**src/rtl/comparator_mux_pipe.sv**
```systemverilog
// Registered multi-channel comparator / mux with valid-ready handshakes.
// Modes: MUX pass-through, EQ compare, GT compare, and sequential MAX scan.
// A saturating counter tracks EQ/GT results that had at least one hit.
module comparator_mux_pipe #(
  parameter int unsigned DATA_WIDTH = 4,
  parameter int unsigned NUM_CH     = 4,
  parameter int unsigned CNT_WIDTH  = 8,
  localparam int unsigned IDX_W     = $clog2(NUM_CH)
) (
  input  logic                         clk,
  input  logic                         rst_n,
  input  logic                         in_valid,
  output logic                         in_ready,
  input  logic [NUM_CH*DATA_WIDTH-1:0] data_input,
  input  logic [DATA_WIDTH-1:0]        compare_value,
  input  logic [1:0]                   mode,
  input  logic [IDX_W-1:0]             sel,
  input  logic                         count_clr,
  output logic                         out_valid,
  input  logic                         out_ready,
  output logic [DATA_WIDTH-1:0]        mux_output,
  output logic [NUM_CH-1:0]            match_mask,
  output logic [IDX_W-1:0]             match_idx,
  output logic [CNT_WIDTH-1:0]         match_count
);

  localparam int unsigned BUS_W = NUM_CH * DATA_WIDTH;

  localparam logic [1:0] MODE_MUX = 2'b00;
  localparam logic [1:0] MODE_EQ  = 2'b01;
  localparam logic [1:0] MODE_GT  = 2'b10;
  localparam logic [1:0] MODE_MAX = 2'b11;

  typedef enum logic [1:0] {
    ST_IDLE = 2'b00,
    ST_SCAN = 2'b01,
    ST_DONE = 2'b10
  } state_e;

  state_e                 state_q, state_d;
  logic [BUS_W-1:0]       shadow_q, shadow_d;
  logic [DATA_WIDTH-1:0]  best_q, best_d;
  logic [IDX_W-1:0]       best_idx_q, best_idx_d;
  logic [IDX_W-1:0]       scan_idx_q, scan_idx_d;
  logic                   out_valid_q, out_valid_d;
  logic [DATA_WIDTH-1:0]  mux_q, mux_d;
  logic [NUM_CH-1:0]      mask_q, mask_d;
  logic [IDX_W-1:0]       idx_q, idx_d;
  logic [CNT_WIDTH-1:0]   count_q, count_d;

  logic [DATA_WIDTH-1:0]  res_mux;
  logic [NUM_CH-1:0]      res_mask;
  logic [IDX_W-1:0]       res_idx;
  logic [DATA_WIDTH-1:0]  scan_ch;
  logic                   slot_free;
  logic                   accept;

  // Handshake: a result slot is free when empty or being drained this edge.
  assign slot_free = !out_valid_q || out_ready;
  assign in_ready  = (state_q == ST_IDLE) && slot_free;
  assign accept    = in_valid && in_ready;

  // Single-cycle MUX/EQ/GT result computed from the live inputs.
  always_comb begin
    res_mux  = '0;
    res_mask = '0;
    res_idx  = '0;
    case (mode)
      MODE_MUX: begin
        // An out-of-range select matches no channel and yields all zeros.
        for (int i = 0; i < int'(NUM_CH); i++) begin
          if (sel == IDX_W'(i)) begin
            res_mux     = data_input[i*DATA_WIDTH +: DATA_WIDTH];
            res_mask[i] = 1'b1;
            res_idx     = sel;
          end
        end
      end
      MODE_EQ, MODE_GT: begin
        for (int i = 0; i < int'(NUM_CH); i++) begin
          if (mode == MODE_EQ) begin
            res_mask[i] = (data_input[i*DATA_WIDTH +: DATA_WIDTH] == compare_value);
          end else begin
            res_mask[i] = (data_input[i*DATA_WIDTH +: DATA_WIDTH] > compare_value);
          end
        end
        // Walk downward so the lowest matching channel is the last one written.
        for (int i = int'(NUM_CH) - 1; i >= 0; i--) begin
          if (res_mask[i]) begin
            res_mux = data_input[i*DATA_WIDTH +: DATA_WIDTH];
            res_idx = IDX_W'(i);
          end
        end
      end
      default: ;
    endcase
  end

  // Channel currently visited by the MAX scan, taken from the captured copy.
  always_comb begin
    scan_ch = '0;
    for (int i = 0; i < int'(NUM_CH); i++) begin
      if (scan_idx_q == IDX_W'(i)) begin
        scan_ch = shadow_q[i*DATA_WIDTH +: DATA_WIDTH];
      end
    end
  end

  // Next-state and result-register update.
  always_comb begin
    state_d     = state_q;
    shadow_d    = shadow_q;
    best_d      = best_q;
    best_idx_d  = best_idx_q;
    scan_idx_d  = scan_idx_q;
    out_valid_d = out_valid_q;
    mux_d       = mux_q;
    mask_d      = mask_q;
    idx_d       = idx_q;
    count_d     = count_q;

    // Drain; a load below may refill on the same edge.
    if (out_valid_q && out_ready) begin
      out_valid_d = 1'b0;
    end

    case (state_q)
      ST_IDLE: begin
        if (accept) begin
          if (mode == MODE_MAX) begin
            shadow_d   = data_input;
            best_d     = data_input[DATA_WIDTH-1:0];
            best_idx_d = '0;
            scan_idx_d = IDX_W'(1);
            state_d    = ST_SCAN;
          end else begin
            out_valid_d = 1'b1;
            mux_d       = res_mux;
            mask_d      = res_mask;
            idx_d       = res_idx;
            if ((mode != MODE_MUX) && (|res_mask) && (count_q != '1)) begin
              count_d = count_q + CNT_WIDTH'(1);
            end
          end
        end
      end
      ST_SCAN: begin
        // Strict compare keeps the earliest index on ties.
        if (scan_ch > best_q) begin
          best_d     = scan_ch;
          best_idx_d = scan_idx_q;
        end
        if (scan_idx_q == IDX_W'(NUM_CH - 1)) begin
          state_d = ST_DONE;
        end else begin
          scan_idx_d = scan_idx_q + IDX_W'(1);
        end
      end
      ST_DONE: begin
        if (slot_free) begin
          out_valid_d = 1'b1;
          mux_d       = best_q;
          idx_d       = best_idx_q;
          for (int i = 0; i < int'(NUM_CH); i++) begin
            mask_d[i] = (best_idx_q == IDX_W'(i));
          end
          state_d = ST_IDLE;
        end
      end
      default: state_d = ST_IDLE;
    endcase

    // Clear has priority over any coincident increment.
    if (count_clr) begin
      count_d = '0;
    end
  end

  // State and result registers; reset discards any in-flight scan.
  always_ff @(posedge clk or negedge rst_n) begin
    if (!rst_n) begin
      state_q     <= ST_IDLE;
      shadow_q    <= '0;
      best_q      <= '0;
      best_idx_q  <= '0;
      scan_idx_q  <= '0;
      out_valid_q <= 1'b0;
      mux_q       <= '0;
      mask_q      <= '0;
      idx_q       <= '0;
      count_q     <= '0;
    end else begin
      state_q     <= state_d;
      shadow_q    <= shadow_d;
      best_q      <= best_d;
      best_idx_q  <= best_idx_d;
      scan_idx_q  <= scan_idx_d;
      out_valid_q <= out_valid_d;
      mux_q       <= mux_d;
      mask_q      <= mask_d;
      idx_q       <= idx_d;
      count_q     <= count_d;
    end
  end

  assign out_valid   = out_valid_q;
  assign mux_output  = mux_q;
  assign match_mask  = mask_q;
  assign match_idx   = idx_q;
  assign match_count = count_q;

endmodule
```
**config.mk**
```make
export PLATFORM = sky130hd
export DESIGN_NAME = comparator_mux_pipe
export DESIGN_NICKNAME = d
export VERILOG_FILES = /design/src/rtl/comparator_mux_pipe.sv
export SDC_FILE = /design/constraint.sdc
export NUM_CORES = 1
export LEC_CHECK = 0
export CAP_MARGIN = 20
export CORE_MARGIN = 2
export CORE_UTILIZATION = 40
export CTS_BUF_LIST = sky130_fd_sc_hd__clkbuf_8
export CTS_CLUSTER_SIZE = 30
export DETAILED_ROUTE_END_ITERATION = 10
export SLEW_MARGIN = 15
export SYNTH_ARGS = -nofsm -noshare
export SYNTH_HDL_FRONTEND = slang
export SYNTH_SLANG_ARGS = --single-unit
```
**constraint.sdc**
```tcl
create_clock -name clk -period 2.55 [get_ports clk]
set_input_delay 0.3825 -clock clk [delete_from_list [all_inputs] [get_ports clk]]
set_output_delay 0.3825 -clock clk [all_outputs]
set_load 0.01 [all_outputs]
```
# ---- Yosys cells after proc, flatten, opt, wreduce, memory -nomap -nowiden
# Cells that the tools add are included.
dict set report word_totals {
  elab_cells 142
  ff_bits 45
  in_bits 29
}
dict set report op_classes {
  n_reduce_logical 26
  addsub 2
  order_cmp 5
  n_mux 72
  eq_ne 27
}
# cell count
set op_table {}
lappend op_table {{$mux W4} 21}
lappend op_table {{$mux W8} 5}
lappend op_table {{$pmux W4 S2} 5}
lappend op_table {{$mux W2} 19}
lappend op_table {{$gt A4 B4 Y1} 5}
lappend op_table {{$reduce_and A4 Y1} 5}
lappend op_table {{$eq A2 B2 Y1 const B} 9}
lappend op_table {{$eq A4 B4 Y1} 4}
lappend op_table {{$mux W1} 16}
lappend op_table {{$pmux W2 S2} 4}
lappend op_table {{$ne A2 B2 Y1 const B} 7}
lappend op_table {{$reduce_bool A2 Y1} 6}
lappend op_table {{$eq A2 B1 Y1 const B} 5}
lappend op_table {{$logic_not A2 Y1} 5}
lappend op_table {{$add A8 B1 Y8 const B} 1}
lappend op_table {{$ne A8 B8 Y1 const B} 1}
lappend op_table {{$pmux W2 S3} 1}
lappend op_table {{$logic_and A1 B1 Y1} 5}
lappend op_table {{$reduce_or A4 Y1} 1}
lappend op_table {{$reduce_and A3 Y1} 1}
lappend op_table {{$add A2 B1 Y2 const B} 1}
lappend op_table {{$ne A2 B1 Y1 const B} 1}
lappend op_table {{$pmux W1 S2} 1}
lappend op_table {{$reduce_or A2 Y1} 1}
lappend op_table {{2 further kinds} 2}

# ---- Depth between registers and ports, before layout
# Gate-level depths: netlist of run 1.
dict set report depth {
  depth_word 12
  ltp_mapped 13
  mapped_depth_nobuf 13
}

# ---- Worst setup path after synthesis of run 1
# Ideal clock, no wire load.
dict set report synth_timing {
  path_type {reg-to-reg}
  start {reg scan_idx_q[1]}
  end {reg best_idx_q[0]}
  required_time_ps 2425
  setup_slack_ps 98
  setup_time_ps 125
  path_stages_with_launch 14
  arrival_time_ps 2327
  synth_period_minus_slack_ps 2452
  path_cell_list {dfrtp_1 inv_1 ha_1 nand3b_1 a21oi_1 a21oi_1 o21ai_0 ha_1 nor2b_1 o21ai_0 nand2b_1 a21oi_1 o21bai_2 mux2_2}
}
dict set report synth_between {
  elab_chain_cells 8
}
# item line_no
set synth_rtl {}
lappend synth_rtl {{start: declaration} 44} ;# logic [IDX_W-1:0] scan_idx_q, scan_idx_d;
lappend synth_rtl {{start signal: assignment} 197} ;# scan_idx_q <= scan_idx_d;
lappend synth_rtl {{$logic_not A2 Y1} 103} ;# if (scan_idx_q == IDX_W'(i)) begin
lappend synth_rtl {{$mux W4 (3 in a row)} 103}
lappend synth_rtl {{$mux W4 *} 103}
lappend synth_rtl {{$gt A4 B4 Y1 *} 149} ;# if (scan_ch > best_q) begin
lappend synth_rtl {{$ne A2 B2 Y1 (no source line) *} -}
lappend synth_rtl {{$reduce_and A4 Y1 (no source line) *} -}
lappend synth_rtl {{end signal: assignment} 196} ;# best_idx_q <= best_idx_d;
lappend synth_rtl {{end: declaration} 43} ;# logic [IDX_W-1:0] best_idx_q, best_idx_d;
# Mark *: on every way between the ends. The rest lies on a longest branch, timed or not.
# A chain may end at the register's enable or synchronous reset.

# ---- Worst setup path in the final report of run 1
dict set report layout_timing {
  start {reg scan_idx_q[0]}
  end {reg best_q[2]}
}
dict set report layout_between {
  elab_chain_cells 8
}
# item line_no
set layout_rtl {}
lappend layout_rtl {{$logic_not A2 Y1} 103}
lappend layout_rtl {{$mux W4 (3 in a row)} 103}
lappend layout_rtl {{$mux W4 *} 103}
lappend layout_rtl {{$gt A4 B4 Y1} 149}
lappend layout_rtl {{$ne A2 B2 Y1 (no source line)} -}
lappend layout_rtl {{$reduce_and A4 Y1 (no source line)} -}
lappend layout_rtl {{end signal: assignment} 195} ;# best_q <= best_d;
lappend layout_rtl {{end: declaration} 42} ;# logic [DATA_WIDTH-1:0] best_q, best_d;
# Mark *: on every way between the ends. The rest lies on a longest branch, timed or not. The select of a mux whose other input is x is not followed.

==> impl_metrics.json, run 1 <==
{
  "yosysWarnings": 0,
  "timing_hold_violations_final": 0,
  "worst_setup_path_end_kind": "flip-flop",
  "cts_buffer_depth": 2,
  "met1_usage_pct": 28.14,
  "floorplan.die.height_um": 92.49,
  "drt-wirelength-per-cell_um": 17.30,
  "critical_path.cell_chain": "ha_4 -> nand3b_1 -> a21oi_2 -> a21oi_2 -> o21ai_2 -> ha_4 -> nor2b_4 -> o21ai_1 -> nand2b_1 -> a21oi_2 -> o21bai_4 -> mux2_4",
  "ir_worst_vdd_uv": 343.9,
  "p_leak_nw": 1.907,
  "maxSlewViolCount": 0,
  "rsz0062_at_grt": "yes",
  "crit_fanout": 6,
  "finalClockSkew_ps": 9.463,
  "ctsHtreeMaxLevel": 2,
  "filler_cell_count": 666,
  "synth.yosys.seq_area_share_pct": 35.96,
  "distinct_cell_type_count_of_the_synthesized_netlist": 56,
  "dieArea_sq_mm": 0.008553,
  "grt_pass1_wl_mm": 14.28,
  "clk-insertion-delay-late_ps": 310,
  "result_of_the_run": "finished, final reports clean",
  "final.min_clock_period_ps": 2548,
  "clock-root-buffer": "sky130_fd_sc_hd__clkbuf_8",
  "detail_route.drc_violations": 0,
  "synth-async-reset-ratio_pct": 100.0,
  "first_iter_violations": 125,
  "count_of_boundary_i_o_pins": 49,
  "vias_per_cell": 5.498,
  "number_of_synthesized_flops_with_an_enable_pin": 0,
  "groute.layer.met2.usage_pct": 37.10,
  "cp_common_cell": "sky130_fd_sc_hd__a21oi_2",
  "tritoncts_num_sinks": 45,
  "p_per_area_mw_per_mm2": 887.5,
  "startpoint_type": "flip-flop",
  "number_of_buffers_created_by_cts": 5,
  "cap_viol_max_count": 0,
  "area_growth_from_synthesis_to_final_layout_pct": 39.43,
  "crit_path_top_delay_cell": "sky130_fd_sc_hd__dfrtp_2",
  "first_global_vias": 2814,
  "antenna_found_initial": 0,
  "rrSetupSlack_ps": 2,
  "dp.final_hpwl_mm": 7.102,
  "top_usage_layer": "met2",
  "via_count": 2804,
  "postSynthAreaPerCell_sq_um": 9.942,
  "initial_core_utilization_pct": 40.95,
  "drtPass1Iterations": 5,
  "num-nets-final": 465,
  "tritoncts": "built",
  "numPortBuffers": 48,
  "timing_worst_setup_path_type": "reg -> reg",
  "cpPeakStageDelay_ps": 450,
  "gpl.final_weighted_congestion": 0.8830,
  "timing.slew.headroom_pct": 73.10,
  "detail_route.wirelength_mm": 8.824,
  "synthesized_cell_area_sq_mm": 0.003132,
  "least_margin_pin_slew_ps": 403.6,
  "synth-main-ff-cell": "sky130_fd_sc_hd__dfrtp_1",
  "timing.final.crit_share_pct": 99.91,
  "min_path_type": "in -> async",
  "fmax_mhz": 392.5,
  "finalSetupViolations": 0,
  "post_route_cells_drive_above_1_share_pct": 30.15,
  "hold_slack_ps": 45.45,
  "clock_slew_seen_by_the_registers_of_the_worst_setup_and_hold_paths_ps": 100,
  "global_route.usage.met3_pct": 2.848,
  "critical_path_required_ps": 2740,
  "worst-endpoint-arrival_ps": 2740,
  "synth_nets": 373,
  "grt_overflow_total": 0,
  "post-route-util_pct": 57.10,
  "core_region_area_sq_mm": 0.007647,
  "std_cell_rows": 32,
  "antenna_cells_inserted": 0,
  "synth_cells": 315,
  "cts_hold_buffers": 0,
  "pin_count_of_the_biggest_net_entering_global_routing": 24,
  "fp.dieW_um": 92.49,
  "ys_ff_latch": 45,
  "antenna_left": 0,
  "grtUsageTotal_pct": 21.41
}
metal layers:
metal / wire length [um] / part of all wire [%] / vias up
li1: - / - / 1346
met1: 3895 / 44 / 1375
met2: 4378 / 50 / 64
met3: 328 / 3.7 / 19
met4: 221 / 2.5 / 0
met5: 0 / 0 / -
cells in the final DEF (no fill, tap or decap), types with 3 or more instances in the layout:
cell                              netlist  routed
sky130_fd_sc_hd__nor2b_1               12       9
sky130_fd_sc_hd__buf_4                  0      50
sky130_fd_sc_hd__nand4_1                7       7
sky130_fd_sc_hd__inv_1                 23      21
sky130_fd_sc_hd__ha_1                  29      21
sky130_fd_sc_hd__nand3_1                7       7
sky130_fd_sc_hd__a21oi_1               17      11
sky130_fd_sc_hd__clkbuf_8               0       5
sky130_fd_sc_hd__a21oi_2                0       6
sky130_fd_sc_hd__o31ai_1                6       4
sky130_fd_sc_hd__nor3_1                 3       3
sky130_fd_sc_hd__xnor2_1                3       3
sky130_fd_sc_hd__inv_2                  0       3
sky130_fd_sc_hd__or4_1                  4       4
sky130_fd_sc_hd__mux4_2                 4       4
sky130_fd_sc_hd__and3_1                 3       3
sky130_fd_sc_hd__a221o_1                4       4
sky130_fd_sc_hd__o21a_1                 3       3
sky130_fd_sc_hd__a21o_1                 3       3
sky130_fd_sc_hd__clkdlybuf4s50_1        0      47
sky130_fd_sc_hd__mux2_2                24      19
sky130_fd_sc_hd__nand2_1               24      23
sky130_fd_sc_hd__mux2i_1                3       3
sky130_fd_sc_hd__dfrtp_1               45      44
sky130_fd_sc_hd__o22ai_1                3       3
sky130_fd_sc_hd__or3_1                  3       3
sky130_fd_sc_hd__ha_4                   0       7
sky130_fd_sc_hd__o211ai_1               4       4
sky130_fd_sc_hd__o21ai_0               16      14
sky130_fd_sc_hd__a211oi_1               3       3
sky130_fd_sc_hd__a221oi_2               0       3
sky130_fd_sc_hd__mux2_4                 0       5
sky130_fd_sc_hd__nor2_1                13      13
where the power goes:
part	internal, W	total (W)	switching (W)
combinational	0.00114	0.00209	0.000949
sequential	0.00100	0.00122	0.000222
clock	0.000291	0.000562	0.000271
total	0.00243	0.00388	0.00144
path summary, 6_finish.rpt:
check | startpoint | to | cells after the start
max in group asynchronous | rst_n | scan_idx_q[0] | 2
worst max register to register | scan_idx_q[0] | best_q[2] | 12
min in group clk | match_mask[3] | match_mask[3] | 2
worst min register to register | match_mask[3] | match_mask[3] | 2
worst max-delay path | scan_idx_q[0] | best_q[2] | 12
worst min-delay path | rst_n | state_q[0] | 2
per-stage QoR:
stage	cell area, sq um	TNS [ps]	instances	total power [W]	setup slack, ps
after floorplan	3132	0	315	0.002220	98.22
after global placement	4043	-3440	501	0.002932	-231.1
after global routing	4367	-685.2	510	0.004160	-133.8
after CTS	4213	0	509	0.003659	7.286
after detailed placement	4043	-3928	501	0.002963	-252.4
final	4367	0	510	0.003875	2.277
timing repair:
action                     in CTS  in global routing
buffers inserted                0                  1
cloned                          0                  0
setup endpoints to repair       6                 16
gates resized for setup        16                 28
pin swaps                       5                 10
cell usage after synthesis (all sizes together), types with 2 or more instances:
cell type   n  area (sq um)
o21a        3         22.52
a21o        3         22.52
and2        2         12.51
nand2b      2         12.51
a211o       2         17.52
mux4        4         90.09
nor3        3         15.01
mux2       24         270.3
nor4        2         27.53
a221oi      4         35.03
inv        23         86.33
o211ai      4         30.03
nand4       7         43.79
nand3       7         35.03
xor2        2         25.03
nor2b      13         83.83
ha         29         362.9
clkbuf      6         22.52
o21ai      17         88.84
o22ai       3         18.77
or3         3         18.77
a211oi      4         35.03
xnor2       3         26.28
o31ai       6         45.04
buf         8         57.55
nand2      24         90.09
or4         4         30.03
and3        4         26.28
a21oi      17         85.08
dfrtp      45          1126
o211a       2         20.02
nor2       13         48.80
o221ai      2         17.52
mux2i       3         30.03
a221o       4         40.04
state kept, by name (all words and copies together) (netlist names):
name / cells
out_valid: 1
best_q: 4
match_idx: 2
match_mask: 4
best_idx_q: 2
state_q: 2
mux_output: 4
match_count: 8
scan_idx_q: 2
shadow_q: 16
critical path: cells and delay by family, from the launching register on:
family	cells	cell delay (ps)
AOI/OAI and AO/OA	6	850
and+or+nand+nor	3	360
adders and majority gates	2	440
DFF	1	450
muxes	1	320
cell families after synthesis:
kind of cell / count (synthesis) / synth area share [%]
simple gates: 87 / 14.90
compound gates: 81 / 18.14
flops: 45 / 35.96
buf+inv: 37 / 5.313
mux: 31 / 12.47
fa+ha+maj: 29 / 11.59
xor+xnor: 5 / 1.638
final cells by class:
type | count | area, sq um | area share (%)
multi-input cells | 233 | 2043 | 46.79
clock buffers | 5 | 68.82 | 1.576
well taps | 102 | 127.6 | 2.923
repair buffers | 99 | 870.8 | 19.94
flip-flops and latches | 45 | 1127 | 25.82
clock inverters | 3 | 42.54 | 0.9742
inverters | 23 | 86.33 | 1.977
(Power assumes the default switching activity.)
==> run 2, diff against run 1 <==
Settings changed: REMOVE_ABC_BUFFERS from default to 1.
==> run 2 against run 1 <==
Largest power group unchanged. Maximum frequency rose by 0.71%. Largest cell class unchanged. Die area unchanged. Register-to-register slack better by 20 ps. Sequential share of layout area up 0.63 points. Critical path depth rose by 1. Sequential power hardly changed.
==> impl_metrics.json, run 2 (synthesized netlist as in run 1, its figures left out) <==
{
  "result_of_the_run": "finished, final reports clean",
  "dieArea_sq_mm": 0.008553,
  "design_power_total_w": 0.003645,
  "r2r-end": "best_q[2]",
  "final_cells": 509,
  "maxSlewViolCount": 0,
  "cts_hold_buffers": 0,
  "clock_slew_seen_by_the_registers_of_the_worst_setup_and_hold_paths_ps": 90,
  "dp.final_hpwl_mm": 6.854,
  "placedInstanceArea_sq_mm": 0.004028,
  "largest_register_ffs": 16,
  "number_of_gates_on_the_worst_path_with_buffers_counted": 13,
  "vias_per_cell": 5.493,
  "startpoint_type": "flip-flop",
  "most_common_cell_after_layout_fill_and_taps_aside": "sky130_fd_sc_hd__buf_4",
  "tritoncts": "built",
  "most-common-layout-cells": "sky130_fd_sc_hd__buf_4 (50), sky130_fd_sc_hd__clkdlybuf4s50_1 (46), sky130_fd_sc_hd__dfrtp_1 (45)",
  "gpl.final_weighted_congestion": 0.8537,
  "least_margin_pin_slew_ps": 602.9,
  "rrSetupSlack_ps": 20,
  "area_growth_from_synthesis_to_final_layout_pct": 35.96,
  "layout.cell_area.non_filler_sq_mm": 0.004258,
  "critical_path.cell_chain": "inv_2 -> ha_4 -> nand3b_1 -> a21oi_1 -> a21oi_1 -> o21ai_1 -> ha_1 -> nor2b_1 -> o21ai_1 -> nand2b_1 -> a21oi_2 -> o21bai_4 -> mux2_2",
  "finalSetupViolations": 0,
  "grt_pass1_wl_mm": 14.21,
  "crit_fanout": 6,
  "numPortBuffers": 48,
  "timing_worst_setup_path_type": "reg -> reg",
  "num-nets-final": 465,
  "cp-endpoint": "best_q[2]",
  "fp.dieW_um": 92.49,
  "critical_path_buf_inv_count": 1,
  "pre_cts_ws_ps": -276.8,
  "post_route_cells_drive_above_1_share_pct": 26.78,
  "ir_worst_vdd_uv": 564.2,
  "critical_path_required_ps": 2740,
  "hold_slack_ps": 67.84,
  "antenna_cells_inserted": 0,
  "first_iter_violations": 104,
  "antenna_left": 0,
  "cap_viol_max_count": 0,
  "grtUsageTotal_pct": 21.46,
  "rsz0062_at_grt": "yes",
  "drtPass1Iterations": 4,
  "grt_overflow_total": 0,
  "antenna_found_initial": 0,
  "drt-wirelength-per-cell_um": 17.41,
  "core_region_area_sq_mm": 0.007647,
  "timing_hold_violations_final": 0,
  "clock-root-buffer": "sky130_fd_sc_hd__clkbuf_8",
  "ctsHtreeMaxLevel": 2,
  "cts_buffer_depth": 2,
  "pin_count_of_the_biggest_net_entering_global_routing": 26,
  "detail_route.drc_violations": 0,
  "floorplan.die.height_um": 92.49,
  "crit_reg_reg_startpoint": "scan_idx_q[0]",
  "cpPeakStageDelay_ps": 430,
  "detail_route.wirelength_mm": 8.861,
  "number_of_buffers_created_by_cts": 5,
  "count_of_boundary_i_o_pins": 49,
  "clk-insertion-delay-late_ps": 310,
  "timing.slew.headroom_pct": 59.81,
  "via_count": 2796,
  "std_cell_rows": 32,
  "fmax_mhz": 395.3,
  "timing.final.crit_share_pct": 99.21,
  "first_global_vias": 2765,
  "min_path_type": "in -> async",
  "crit_path_top_delay_cell": "sky130_fd_sc_hd__dfrtp_1",
  "p_leak_nw": 1.872,
  "final.min_clock_period_ps": 2530,
  "dpl.cell_count": 499,
  "cpLargestDelayFamily": "compound AO/OA/AOI/OAI gates",
  "finalClockSkew_ps": 7.555,
  "worst_setup_path_end_kind": "flip-flop",
  "p_per_area_mw_per_mm2": 856.0,
  "worst-endpoint-arrival_ps": 2720,
  "top_register": "shadow_q",
  "critPathLaunch": "scan_idx_q[0]",
  "reg2regPathDepth": 13,
  "final.setup.worst_slack_ps": 20.13,
  "tritoncts_num_sinks": 45,
  "initial_core_utilization_pct": 40.95
}
-- run 2: power breakdown --
part | leakage (nW) | switching (W) | internal, W | total (W)
Sequential | 0.565 | 0.000220 | 0.00100 | 0.00122
Combinational | 1.26 | 0.000893 | 0.00106 | 0.00195
Clock | 0.0433 | 0.000258 | 0.000215 | 0.000473
Total | 1.87 | 0.00137 | 0.00227 | 0.00364
-- run 2: worst reg2reg max path: stages, from the launching register on --
cell,delay [ps]
sky130_fd_sc_hd__dfrtp_1,430
sky130_fd_sc_hd__inv_2,150
sky130_fd_sc_hd__ha_4,180
sky130_fd_sc_hd__nand3b_1,80
sky130_fd_sc_hd__a21oi_1,130
sky130_fd_sc_hd__a21oi_1,50
sky130_fd_sc_hd__o21ai_1,190
sky130_fd_sc_hd__ha_1,270
sky130_fd_sc_hd__nor2b_1,130
sky130_fd_sc_hd__o21ai_1,110
sky130_fd_sc_hd__nand2b_1,100
sky130_fd_sc_hd__a21oi_2,200
sky130_fd_sc_hd__o21bai_4,120
sky130_fd_sc_hd__mux2_2,280
-- run 2: worst min-delay path by stage --
stage	start	endpoint	slack, ps
final	rst_n	match_count[5]	70
after floorplan	rst_n	best_idx_q[0]	90
after global placement	rst_n	match_count[3]	430
after detailed placement	rst_n	match_count[4]	430
after CTS	rst_n	match_count[4]	100
after global routing	rst_n	match_count[4]	130
-- run 2: what timing repair did --
action / 4_1_cts / 5_1_grt
resized for setup: 10 / 14
buffers inserted: 1 / 2
cloned: 0 / 0
setup endpoints to repair: 6 / 14
pin swaps: 5 / 10
hold endpoints to repair: 0 / 0
-- run 2: cell type report --
class | count | area [sq um]
clock buffer | 6 | 82.58
clock inverter | 1 | 7.507
fill | 703 | 3390
inverter | 23 | 86.33
multi-input combinational | 233 | 1954
sequential | 45 | 1126
tap | 102 | 127.6
timing repair buffer | 99 | 873.3
-- run 2: metrics by stage --
step,setup TNS (ps),util [%]
finish,0,55.68
global route,-401.9,55.68
CTS,0,54.48
detailed placement,-3479,52.67
global placement,-2848,52.67
floorplan,0,-
-- run 2: metal layers --
layer	share of wire [%]	wire length (um)	GRT usage (%)
met3	5.3	471	3.255
met4	0.84	74	5.100
met1	47	4126	29.84
met5	0	0	0
met2	47	4189	35.28
